--- src/rtl/tile_search_if.sv ---
// Tile-chain bundle: search token handshake, clue inputs, row-bias request port and peer mask.
// master = chain/environment side, slave = tile_search cell.
interface tile_search_if #(
  parameter int unsigned ORDER = 2
);
  localparam int unsigned LEN = ORDER * ORDER;
  localparam int unsigned IW  = $clog2(LEN + 1);

  logic           myturn;
  logic           turndir;
  logic           givenvalid;
  logic [LEN-1:0] givenvalue;
  logic [IW-1:0]  rqindex;
  logic           rqvalid;
  logic [LEN-1:0] rowbias;
  logic [LEN-1:0] occupiedmask;
  logic [LEN-1:0] value;
  logic           passfwd;
  logic           passbak;
  logic           busy;

  modport master (
    output myturn, turndir, givenvalid, givenvalue, rowbias, occupiedmask,
    input  rqindex, rqvalid, value, passfwd, passbak, busy
  );

  modport slave (
    input  myturn, turndir, givenvalid, givenvalue, rowbias, occupiedmask,
    output rqindex, rqvalid, value, passfwd, passbak, busy
  );
endinterface

--- src/rtl/tile_search.sv ---
// Brute-force search cell for one grid tile: walks the row-bias table, commits the first free
// candidate, resumes from the last tried entry on backtrack; clue tiles just echo their value.
module tile_search #(
  parameter int unsigned ORDER  = 2,
  parameter int unsigned RQ_LAT = 1
) (
  input logic          clock,
  input logic          reset,
  tile_search_if.slave bus
);
  localparam int unsigned LEN = ORDER * ORDER;
  localparam int unsigned IW  = $clog2(LEN + 1);

  typedef enum logic [2:0] {
    StIdle, StGiven, StIncr, StWait, StCheck, StPassFwd, StPassBak
  } state_e;

  state_e         state_q, state_d;
  logic [IW-1:0]  tried_q, tried_d;
  logic [IW-1:0]  rqindex_q, rqindex_d;
  logic           rqvalid_q, rqvalid_d;
  logic [LEN-1:0] value_q, value_d;
  logic           passfwd_q, passfwd_d;
  logic           passbak_q, passbak_d;
  logic           dir_q, dir_d;
  logic [2:0]     wcnt_q, wcnt_d;

  always_ff @(posedge clock) begin
    if (!reset) begin
      state_q   <= StIdle;
      tried_q   <= '0;
      rqindex_q <= '0;
      rqvalid_q <= 1'b0;
      value_q   <= '0;
      passfwd_q <= 1'b0;
      passbak_q <= 1'b0;
      dir_q     <= 1'b0;
      wcnt_q    <= '0;
    end else begin
      state_q   <= state_d;
      tried_q   <= tried_d;
      rqindex_q <= rqindex_d;
      rqvalid_q <= rqvalid_d;
      value_q   <= value_d;
      passfwd_q <= passfwd_d;
      passbak_q <= passbak_d;
      dir_q     <= dir_d;
      wcnt_q    <= wcnt_d;
    end
  end

  always_comb begin
    state_d   = state_q;
    tried_d   = tried_q;
    rqindex_d = rqindex_q;
    rqvalid_d = 1'b0;
    value_d   = value_q;
    passfwd_d = 1'b0;
    passbak_d = 1'b0;
    dir_d     = dir_q;
    wcnt_d    = wcnt_q;
    unique case (state_q)
      StIdle: begin
        if (bus.myturn) begin
          dir_d = bus.turndir;
          if (bus.givenvalid) begin
            state_d = StGiven;
          end else begin
            state_d = StIncr;
            // Backtrack arrivals keep tried so the scan resumes past the last candidate.
            if (!bus.turndir) tried_d = '0;
          end
        end
      end
      StGiven: begin
        value_d = bus.givenvalue;
        state_d = dir_q ? StPassBak : StPassFwd;
      end
      StIncr: begin
        value_d = '0;
        if (tried_q == IW'(LEN)) begin
          tried_d = '0;
          state_d = StPassBak;
        end else begin
          rqindex_d = tried_q;
          rqvalid_d = 1'b1;
          tried_d   = tried_q + IW'(1);
          wcnt_d    = 3'(RQ_LAT - 1);
          state_d   = StWait;
        end
      end
      StWait: begin
        if (wcnt_q == 3'd0) state_d = StCheck;
        else                wcnt_d  = wcnt_q - 3'd1;
      end
      StCheck: begin
        if (bus.rowbias == '0 || (bus.rowbias & bus.occupiedmask) != '0) begin
          state_d = StIncr;
        end else begin
          value_d = bus.rowbias;
          state_d = StPassFwd;
        end
      end
      StPassFwd: begin
        passfwd_d = 1'b1;
        state_d   = StIdle;
      end
      StPassBak: begin
        passbak_d = 1'b1;
        state_d   = StIdle;
      end
      default: state_d = StIdle;
    endcase
  end

  assign bus.rqindex = rqindex_q;
  assign bus.rqvalid = rqvalid_q;
  assign bus.value   = value_q;
  assign bus.passfwd = passfwd_q;
  assign bus.passbak = passbak_q;
  assign bus.busy    = (state_q != StIdle);
endmodule

--- src/flat_wrapper.sv ---
// flat-port wrapper written by rule: the top's interface ports become plain ports
module tile_search_flat 
#(
  parameter int unsigned ORDER  = 2,
  parameter int unsigned RQ_LAT = 1
)
  (clock, reset, bus_myturn, bus_turndir, bus_givenvalid, bus_givenvalue, bus_rowbias, bus_occupiedmask, bus_rqindex, bus_rqvalid, bus_value, bus_passfwd, bus_passbak, bus_busy);
  tile_search_if #(.ORDER(ORDER)) bus_i ();
  input logic clock;
  input logic reset;
  input wire logic [$bits(bus_i.myturn)-1:0] bus_myturn;
  input wire logic [$bits(bus_i.turndir)-1:0] bus_turndir;
  input wire logic [$bits(bus_i.givenvalid)-1:0] bus_givenvalid;
  input wire logic [$bits(bus_i.givenvalue)-1:0] bus_givenvalue;
  input wire logic [$bits(bus_i.rowbias)-1:0] bus_rowbias;
  input wire logic [$bits(bus_i.occupiedmask)-1:0] bus_occupiedmask;
  output wire logic [$bits(bus_i.rqindex)-1:0] bus_rqindex;
  output wire logic [$bits(bus_i.rqvalid)-1:0] bus_rqvalid;
  output wire logic [$bits(bus_i.value)-1:0] bus_value;
  output wire logic [$bits(bus_i.passfwd)-1:0] bus_passfwd;
  output wire logic [$bits(bus_i.passbak)-1:0] bus_passbak;
  output wire logic [$bits(bus_i.busy)-1:0] bus_busy;
  assign bus_i.myturn = bus_myturn;
  assign bus_i.turndir = bus_turndir;
  assign bus_i.givenvalid = bus_givenvalid;
  assign bus_i.givenvalue = bus_givenvalue;
  assign bus_i.rowbias = bus_rowbias;
  assign bus_i.occupiedmask = bus_occupiedmask;
  assign bus_rqindex = bus_i.rqindex;
  assign bus_rqvalid = bus_i.rqvalid;
  assign bus_value = bus_i.value;
  assign bus_passfwd = bus_i.passfwd;
  assign bus_passbak = bus_i.passbak;
  assign bus_busy = bus_i.busy;
  tile_search #(.ORDER(ORDER), .RQ_LAT(RQ_LAT)) u_core (.clock(clock), .reset(reset), .bus(bus_i));
endmodule
--- config.mk ---
export PLATFORM = sky130hd
export DESIGN_NAME = tile_search_flat
export DESIGN_NICKNAME = d
export VERILOG_FILES = /design/src/rtl/tile_search_if.sv /design/src/rtl/tile_search.sv /design/src/flat_wrapper.sv
export SDC_FILE = /design/constraint.sdc
export NUM_CORES = 1
export LEC_CHECK = 0
export BUFFER_PORTS_ARGS = -buffer_cell sky130_fd_sc_hd__buf_2
export CAP_MARGIN = 20
export CORE_ASPECT_RATIO = 0.9
export CORE_MARGIN = 4
export CORE_UTILIZATION = 35
export DETAILED_ROUTE_END_ITERATION = 8
export GPL_ROUTABILITY_DRIVEN = 0
export SYNTH_ARGS = -nofsm -noshare
export SYNTH_HDL_FRONTEND = slang
export SYNTH_SLANG_ARGS = --single-unit
--- constraint.sdc ---
create_clock -name clock -period 1.55 [get_ports clock]
set_input_delay 0 -clock clock [delete_from_list [all_inputs] [get_ports clock]]
set_output_delay 0 -clock clock [all_outputs]
set_load 0.03 [all_outputs]
Word level (Yosys, flattened, before mapping)
Index checks and enable logic that the tools add are counted.

Register bits: 20. Input bits: 17. Logic and storage cells: 63.

$add $sub $neg: 2. Equal/unequal tests: 14. Muxes and demuxes: 20. Bitwise logic cells: 2. Reduce and logical (&&, ||, !) cells: 16.

Operators with widths (number): $mux 3 (10); $pmux 3 s5 (1); $eq 3x3->1 const B (4); $ne 2x2->1 const B (6); $pmux 3 s2 (2); $pmux 4 s3 (1); $reduce_and 2->1 (5); $eq 3x2->1 const B (2); $logic_not 3->1 (2); $reduce_bool 3->1 (2); $and 4x4->4 (1); $logic_not 4->1 (1); $mux 2 (2); $mux 4 (1); $reduce_and 4->1 (1); $reduce_bool 2->1 (2); $reduce_bool 4->1 (1); $add 3x1->3 const B (1); $eq 3x1->1 const B (1); $mux 1 (3); $reduce_and 3->1 (1); $sub 3x1->3 const B (1); $ne 2x1->1 const B (1); $logic_or 1x1->1 (1); $not 1->1 (1).

Depth between registers and ports, before layout
Gate-level depths: netlist of the first run.

Depth after elaboration: 5. Mapped depth: 7. Mapped depth without buffers: 6.

Least setup slack after synthesis of the first run
No wires, ideal clock.

Path type: flip-flop to flip-flop. Start point: register u_core.state_q[0]. End point: register u_core.state_q[2]. Setup time: 0.060 ns. Arrival time: 1.444 ns. Data required time: 1.490 ns. Path slack: 0.046 ns. Stages on the path, launching flop included: 6. Path buffers: 1. Clock period less this slack: 1.504 ns. Path through: dfxtp_1 -> buf_6 -> or3b_4 -> or4_1 -> o21ai_1 -> and3_1.

Longest elaborated chain between the ends: 3.

RTL lines: start: declaration (line tile_search.sv:18) `state_e state_q, state_d;`; start signal: assignment (line tile_search.sv:30) `state_q <= StIdle;`; start signal: assignment (line tile_search.sv:40) `state_q <= state_d;`; $eq 3x2->1 / $logic_not 3->1 (equally long branches) (line tile_search.sv:62) `unique case (state_q)`; $ne 2x1->1 (no line) / $ne 2x2->1 (equally long branches); $reduce_and 2->1 (no line).

Parallel ways exist; a longest one is shown, timed or not. A chain may end at the register's enable or synchronous reset.

Worst setup path after layout of the first run
Ends and elaborated chain as after synthesis.

==> impl_metrics.tcl, run 1 <==
set metrics [dict create \
    status "complete, no violations" \
    clkLatencyLatePin_ns 0.30 \
    seqPwrFrac_pct 41.2 \
    p_leak_nw 0.5996 \
    start_kind "flop" \
    drtPass1Iterations 4 \
    wirelength_um 2415 \
    synth_edf_count 0 \
    viasPerCell 5.131 \
    core_um2 2838 \
    tns_ns 0 \
    overflow 0 \
    fmax_mhz 668.4 \
    fp.dieH_um 60.42 \
    hold_viol 0 \
    slew_viol_final 0 \
    worstSetupEndpoint "u_core.state_q[2]$_SDFFE_PN0P_" \
    area_growth_pct 26.46 \
    rr_startpoint "u_core.state_q[0]$_SDFFE_PN0P_" \
    diodes 0 \
    top_layer "met4" \
    num_rows 18 \
    rsz0062_at_grt "false" \
    clockBufferDepth 2 \
    synthFlopType "dfxtp_1" \
    path_class "flop to flop" \
    synth_async_sr_flop_share_pct 0 \
    ys_seq_area_share_pct 37.47 \
    wl_per_cell_um 12.14 \
    crit_arrival_ns 1.75 \
    syn_area_um2 1069 \
    maxSlewHeadroom_pct 69.94 \
    syn_inst 124 \
    met1_length_um 1144 \
    power_density_nw_per_um2 1100 \
    grt_max_degree 14 \
    r2r-end "u_core.state_q[2]$_SDFFE_PN0P_" \
    hpwlAfterDp_um 1940 \
    end_kind "flop" \
    root_buffer "clkbuf_4" \
    pwr-share-clk_pct 20.1 \
    portBuffers 27 \
    ioPinCount 28 \
    route.met3.wl_um 73 \
    die_w_um 66.24 \
    reg2reg_depth 4 \
    die-area_um2 4002 \
    combPwrFrac_pct 38.7 \
    grt.total_usage_pct 13.25 \
    path_clk_slew_ns 0.11 \
    htreeDepth 1 \
    yosysWarningCount 0 \
    cts_made_buffers 3 \
    clock-sinks 20 \
    synth.distinct_cells 40 \
    worstMarginPinSlew_ns 0.4472 \
    power_switching_uw 535.5 \
    setup_viol 0 \
    num_vias 1021 \
    grt_pass1_vias 933 \
    min_path_type "input pin to flop" \
    worstPathMaxFanout 4 \
    cp_slowest_cell "or4_4" \
    crit_path_cell_trace "or3b_4 > or4_4 > o21ai_1 > and3_1" \
    fin_crit_ns 1.496 \
    crit_path_max_incr_delay_ns 0.44 \
    ys_ff_latch 20 \
    drc_errors 0 \
    grt_pass1_wl_um 4064 \
    drtIter0Drc 53 \
    cap_violations 0 \
    final_antenna_net_count 0 \
    dr_wl_met2_um 1173 \
    start_util_pct 37.65 \
    ir_worst_vdd_v 0.0004828 \
    fin_nets 181 \
    p_int_uw 951.3 \
    power_mw 1.487 \
    ff2ff_setup_slack_ns 0.05 \
    post-cts-setup-buffers 0 \
    grt_antenna_before_repair 0 \
    skew_ns 0.004260 \
    layout-drive-gt1-share_pct 28.30 \
    p_sw_share_pct 36.02 \
    cts_tree "done" \
    period_share_pct 96.52 \
    syn_nets 145 \
    min_from "bus_myturn" \
    avgSynthCellArea_um2 8.617 \
    cp-startpoint "u_core.state_q[0]$_SDFFE_PN0P_" \
    cp.required_ns 1.80 \
]
layout by cell type, fill, tap and decap left out, types with 3 or more instances in the layout:
master	n
buf_2	27
dfxtp_1	19
nand2_1	15
buf_4	8
inv_1	7
a21oi_1	7
nor2_1	7
nor3_1	4
and3_1	4
a32oi_1	4
o211ai_1	4
o311a_1	4
ha_1	4
o21a_1	3
a31oi_1	3
o21ai_1	3
clkbuf_4	3
area by class of cell:
cell class / instances / area [um2]
well taps: 40 / 50.05
clock buffers: 4 / 36.28
repair buffers: 37 / 215.2
multi-input cells: 90 / 618.1
fillers: 308 / 1486
flip-flops and latches: 20 / 401.6
inverters: 8 / 30.03
cell families (layout without fill, tap and decap cells):
kind of cell               Yosys count  in the layout  share of synthesized area [%]
AOI/OAI and AO/OA                   38             38                          25.88
and+or+nand+nor                     46             46                          24.59
muxes                                1              1                         0.9368
DFF                                 20             20                          37.47
buffers and inverters               14             49                          5.621
xor gates and xnor gates             1              1                         0.8198
adders and majority gates            4              4                          4.684
sequential cells by signal, indices dropped and copies added (netlist names):
signal,cells
u_core.bus.passfwd,1
u_core.tried_q,3
u_core.bus.value,4
u_core.state_q,3
u_core.wcnt_q,3
u_core.bus.rqvalid,1
u_core.bus.rqindex,3
u_core.dir_q,1
u_core.bus.passbak,1
power groups by stage:
| stage | clock network (mW) | registers [mW] | logic [mW] |
|---|---|---|---|
| final | 0.299 | 0.612 | 0.576 |
| after CTS | 0.317 | 0.608 | 0.569 |
| after global placement | 0 | 0.616 | 0.565 |
| after floorplan | 0 | 0.686 | 0.330 |
| after global routing | 0.339 | 0.619 | 0.633 |
| after detailed placement | 0 | 0.620 | 0.565 |
cells in the mapped netlist, types with 2 or more instances:
cell type,n,area (um2)
clkbuf_1,5,18.77
nand2_1,15,56.30
o211ai_1,4,30.03
a31oi_1,3,18.77
and3_1,4,25.02
o21ai_1,3,15.01
nor2b_1,2,12.51
nor2_1,7,26.28
a32oi_1,4,35.03
a211oi_1,2,15.01
nand3_1,2,10.01
inv_1,7,26.28
dfxtp_1,20,400.4
o21a_1,3,22.52
a21o_1,2,15.01
nor3_1,4,20.02
ha_1,4,50.05
o311a_1,4,40.04
a21oi_1,7,35.03
a22o_1,2,17.52
per-layer routing:
layer  vias to the layer above  track usage, %
met5                         -               0
met4                         0           4.928
met3                         4           4.630
met2                        13           21.36
met1                       470           16.48
li1                        534               -
worst min-delay path by stage:
stage	to	slack, ns	cells past startpoint
2_1_floorplan	u_core.dir_q$_SDFFE_PN0P_	0.14	2
4_1_cts	u_core.wcnt_q[1]$_SDFFE_PN0P_	0.006	2
3_3_place_gp	u_core.dir_q$_SDFFE_PN0P_	0.26	3
5_1_grt	u_core.bus.value[2]$_SDFFE_PN0P_	0.08	4
3_5_place_dp	u_core.dir_q$_SDFFE_PN0P_	0.26	3
6_report	u_core.dir_q$_SDFFE_PN0P_	0.04	4
metrics by stage:
step           std cells  instance area [um2]  utilization, %  setup slack, ns  hold WS, ns
2_1_floorplan        124                 1069               -          0.04577       0.1439
3_3_place_gp         193                 1284           45.24           0.1062       0.2595
3_5_place_dp         193                 1284           45.24          0.06490       0.2629
4_1_cts              198                 1330           46.87          0.03726     0.005628
5_1_grt              199                 1351           47.62       0.00005196      0.08120
6_report             199                 1351           47.62          0.05393      0.04040
timing repair:
item	CTS	global route
hold buffers	1	1
setup endpoints to repair	0	3
endpoints found under the hold margin	1	1
resized for setup	0	3
worst max-delay path, delay by kind of cell, from the launching register on:
kind               cells  cell delay (ns)
DFF                    1             0.36
AOI/OAI and AO/OA      1             0.08
and+or+nand+nor        3             1.01
Note: power is estimated with default switching activity, not from simulation.
==> inputs of run 2 (changes only) <==
- CORE_ASPECT_RATIO: 0.9 -> default
==> impl_metrics.tcl, run 2 (synthesis results as in run 1) <==
set metrics [dict create \
    instances_no_fill 189 \
    worstSetupEndpoint "u_core.state_q[2]$_SDFFE_PN0P_" \
    cp_top_family "simple AND/OR/NAND/NOR gates" \
    viasPerCell 5.413 \
    fp.dieH_um 63.26 \
    wl_per_cell_um 14.14 \
    crit_arrival_ns 1.77 \
    clock-sinks 20 \
    core_um2 2829 \
    cp_slowest_cell "or4_4" \
    hold_viol 0 \
    dp.cells 183 \
    crit_path_cell_trace "or3b_4 > or4_4 > o21ai_1 > and3_1" \
    fin_util_pct 47.72 \
    cp-startpoint "u_core.state_q[2]$_SDFFE_PN0P_" \
    worstPathMaxFanout 3 \
    worstMarginPinSlew_ns 0.5098 \
    htreeDepth 1 \
    cp.depth 4 \
    path_buf_inv 0 \
    skew_ns 0.01150 \
    root_buffer "clkbuf_4" \
    num_rows 19 \
    reg2reg_depth 4 \
    placed_area_um2 1265 \
    final_antenna_net_count 0 \
    overflow 0 \
    hpwlAfterDp_um 1917 \
    portBuffers 27 \
    drc_errors 0 \
    drtIter0Drc 21 \
    crit_path_max_incr_delay_ns 0.43 \
    fmax_mhz 663.3 \
    layout_common_cells "buf_2 (27), dfxtp_1 (19), nand2_1 (15)" \
    setup_viol 0 \
    drtPass1Iterations 4 \
    r2r-end "u_core.state_q[2]$_SDFFE_PN0P_" \
    ioPinCount 28 \
    cap_violations 0 \
    die-area_um2 4001 \
    cts_made_buffers 3 \
    layout-drive-gt1-share_pct 28.48 \
    ir_worst_vdd_v 0.0005344 \
    p_leak_nw 0.6021 \
    path_class "flop to flop" \
    clkLatencyLatePin_ns 0.31 \
    period_share_pct 97.27 \
    die_w_um 63.26 \
    area_growth_pct 26.35 \
    grt_antenna_before_repair 0 \
    maxSlewHeadroom_pct 65.73 \
    power_mw 1.630 \
    slew_viol_final 0 \
    fin_crit_ns 1.508 \
    largest_reg_flops 4 \
    fin_nets 180 \
    post-cts-setup-buffers 0 \
    min_path_type "input pin to flop" \
    end_kind "flop" \
    wirelength_um 2672 \
    grt.total_usage_pct 13.73 \
    cts_tree "done" \
    grt_max_degree 17 \
    rr_startpoint "u_core.state_q[2]$_SDFFE_PN0P_" \
    stdcell_area_um2 1350 \
    grt_pass1_wl_um 4464 \
    power_density_nw_per_um2 1207 \
    start_kind "flop" \
    path_clk_slew_ns 0.13 \
    clockBufferDepth 2 \
    diodes 0 \
    ff2ff_setup_slack_ns 0.04 \
    final_common_cell "buf_2" \
    start_util_pct 37.77 \
    status "complete, no violations" \
    cp.required_ns 1.82 \
    grt_pass1_vias 1018 \
    num_vias 1023 \
]
==> run 2: changes by cell type in the layout (fill, tap and decap cells not counted) <==
cell | before | now
buf_4 | 8 | 7
and2_1 | 1 | 0
bufinv_16 | 0 | 1
and2_2 | 0 | 1
clkbuf_8 | 1 | 0
==> run 2: per-stage QoR <==
stage	hold WS, ns	worst slack, ns	setup TNS, ns
detailed placement	0.2729	0.07179	0
finish	0.04382	0.04237	0
global route	0.04583	-0.01529	-0.02641
floorplan	0.1439	0.04577	0
global placement	0.2522	0.1255	0
CTS	0.04134	0.04163	0
==> run 2: worst register-to-register path, cell delays in order (launching register included) <==
cell     delay, ns
dfxtp_1       0.36
or3b_4        0.42
or4_4         0.43
o21ai_1       0.08
and3_1        0.16
==> run 2: report_power, final <==
group	internal [mW]	total (mW)	switching [mW]
Sequential	0.574	0.610	0.0362
Clock	0.261	0.438	0.177
Combinational	0.229	0.582	0.353
Total	1.06	1.63	0.565
==> run 2: cell type report <==
class                           count  area, um2
Fill cell                         284       1479
Multi-Input combinational cell     90      619.3
Clock inverter                      1      30.03
Clock buffer                        3      22.52
Tap cell                           31      38.79
Inverter                            8      30.03
Timing Repair Buffer               36      207.7
Sequential cell                    20      401.6
==> run 2: worst min path at each step <==
| stage | start | to | slack, ns | cells past startpoint |
|---|---|---|---|---|
| 4_1_cts | bus_myturn | u_core.dir_q$_SDFFE_PN0P_ | 0.04 | 4 |
| 3_5_place_dp | bus_turndir | u_core.dir_q$_SDFFE_PN0P_ | 0.27 | 3 |
| 2_1_floorplan | bus_turndir | u_core.dir_q$_SDFFE_PN0P_ | 0.14 | 2 |
| 3_3_place_gp | bus_turndir | u_core.dir_q$_SDFFE_PN0P_ | 0.25 | 3 |
| 6_report | bus_myturn | u_core.dir_q$_SDFFE_PN0P_ | 0.04 | 4 |
| 5_1_grt | bus_myturn | u_core.dir_q$_SDFFE_PN0P_ | 0.05 | 4 |
==> run 2: metal layers <==
layer / wire [um] / global-route usage (%) / up-vias
met5: 0 / 0 / -
met4: 53 / 6.469 / 0
met3: 68 / 2.309 / 6
met2: 1301 / 22.79 / 17
met1: 1249 / 17.25 / 472
li1: - / - / 528
==> run 2: repair_timing <==
action,4_1_cts,5_1_grt
endpoints found under the hold margin,2,0
resized for setup,0,4
setup endpoints to repair,0,4
hold buffers,2,0
==> inputs of run 3 (changes only) <==
- CORE_ASPECT_RATIO: default -> 1.5
==> impl_metrics.tcl, run 3 (synthesis results as in run 1) <==
set metrics [dict create \
    cp_top_family "simple AND/OR/NAND/NOR gates" \
    skew_ns 0.0006996 \
    stdcell_area_um2 1374 \
    clock-sinks 20 \
    final_antenna_net_count 0 \
    place_ws_ns 0.04427 \
    drtIter0Drc 22 \
    cts_made_buffers 3 \
    drtPass1Iterations 4 \
    fin_nets 178 \
    start_kind "flop" \
    crit_path_max_incr_delay_ns 0.43 \
    dp.cells 190 \
    portBuffers 27 \
    drc_errors 0 \
    maxSlewHeadroom_pct 68.36 \
    slew_viol_final 0 \
    layout-drive-gt1-share_pct 28.21 \
    root_buffer "clkbuf_8" \
    hpwlAfterDp_um 2144 \
    worstPathMaxFanout 7 \
    ir_worst_vdd_v 0.0006980 \
    cts_tree "done" \
    largest_reg_flops 4 \
    whs_ns 0.06060 \
    end_kind "flop" \
    period_share_pct 96.50 \
    path_class "flop to flop" \
    clockBufferDepth 2 \
    cp.required_ns 1.76 \
    rsz0062_at_grt "true" \
    start_util_pct 36.68 \
    hold_viol 0 \
    cap_violations 0 \
    post-cts-setup-buffers 0 \
    area_growth_pct 28.57 \
    status "complete, no violations" \
    instances_no_fill 195 \
    wirelength_um 2650 \
    fmax_mhz 668.6 \
    power_density_nw_per_um2 1255 \
    clkLatencyLatePin_ns 0.26 \
    grt_pass1_wl_um 4271 \
    viasPerCell 5.333 \
    layout_common_cells "buf_2 (27), dfxtp_1 (19), nand2_1 (15)" \
    grt_pass1_vias 983 \
    crit_path_cell_trace "or3b_4 > nor4_4 > buf_4 > o311a_1" \
    num_vias 1040 \
    placed_area_um2 1280 \
    die_w_um 53.12 \
    wl_per_cell_um 13.59 \
    final_common_cell "buf_2" \
    fin_crit_ns 1.496 \
    fin_ws_ns 0.05428 \
    min_path_type "input pin to flop" \
    htreeDepth 1 \
    num_rows 24 \
    die-area_um2 4019 \
    diodes 0 \
    ioPinCount 28 \
    p_leak_nw 0.6018 \
    overflow 0 \
    cp_slowest_cell "or3b_4" \
    grt.total_usage_pct 14.58 \
    path_clk_slew_ns 0.08 \
    path_buf_inv 1 \
    tns_ns 0 \
    setup_viol 0 \
    crit_arrival_ns 1.71 \
    fp.dieH_um 75.67 \
    grt_max_degree 18 \
    worstMarginPinSlew_ns 0.4706 \
    grt_antenna_before_repair 0 \
    core_um2 2913 \
]
-- run 3: changes by cell type in the layout (fill, tap and decap cells not counted), sizes merged --
| cell | change |
|---|---|
| dlygate4sd3 | -1 |
| buf | -1 |
-- run 3: layout make-up --
type | count | area [um2]
Clock buffer | 3 | 41.29
Clock inverter | 1 | 30.03
Fill cell | 299 | 1539
Inverter | 8 | 30.03
Multi-Input combinational cell | 90 | 619.3
Sequential cell | 20 | 401.6
Tap cell | 39 | 48.80
Timing Repair Buffer | 34 | 202.7
-- run 3: per-layer routing --
layer,track usage [%],share of wire [%],vias to the layer above
met1,14.44,38,487
met5,0,0,-
met4,6.818,1.9,0
li1,-,-,522
met2,28.31,56,26
met3,2.740,4.3,5
-- run 3: worst paths after layout --
check | startpoint | end | slack, ns | cells after the start
worst max-delay path | u_core.state_q[0]$_SDFFE_PN0P_ | u_core.bus.value[3]$_SDFFE_PN0P_ | 0.05 | 4
worst min-delay path | reset | u_core.bus.value[2]$_SDFFE_PN0P_ | 0.06 | 2
worst max register to register | u_core.state_q[0]$_SDFFE_PN0P_ | u_core.bus.value[3]$_SDFFE_PN0P_ | 0.05 | 4
worst min register to register | u_core.bus.rqindex[2]$_SDFFE_PN0P_ | u_core.bus.rqindex[2]$_SDFFE_PN0P_ | 0.45 | 2
-- run 3: where the power goes --
group          total [mW]  leakage [nW]  switching, mW  internal [mW]
combinational       0.581         0.403          0.346          0.235
sequential          0.613         0.163         0.0397          0.573
clock               0.530        0.0357          0.185          0.345
-- run 3: worst reg2reg max path: cells and delay by family, from the launching register on --
kind                   cells  cell delay, ns
AND/OR/NAND/NOR            2            0.77
buffers and inverters      1            0.20
flip-flops                 1            0.34
AO/OA/AOI/OAI              1            0.14
-- run 3: through the flow --
| stage | util, % | total power [mW] |
|---|---|---|
| floorplan | - | 1.016 |
| global placement | 43.94 | 1.182 |
| detailed placement | 43.94 | 1.195 |
| CTS | 46.74 | 1.730 |
| global route | 47.16 | 1.817 |
| finish | 47.16 | 1.724 |
-- run 3: timing repair --
item,4_1_cts,5_1_grt
setup endpoints to repair,0,7
hold buffers,1,0
resized for setup,0,4
hold endpoints to repair,1,0
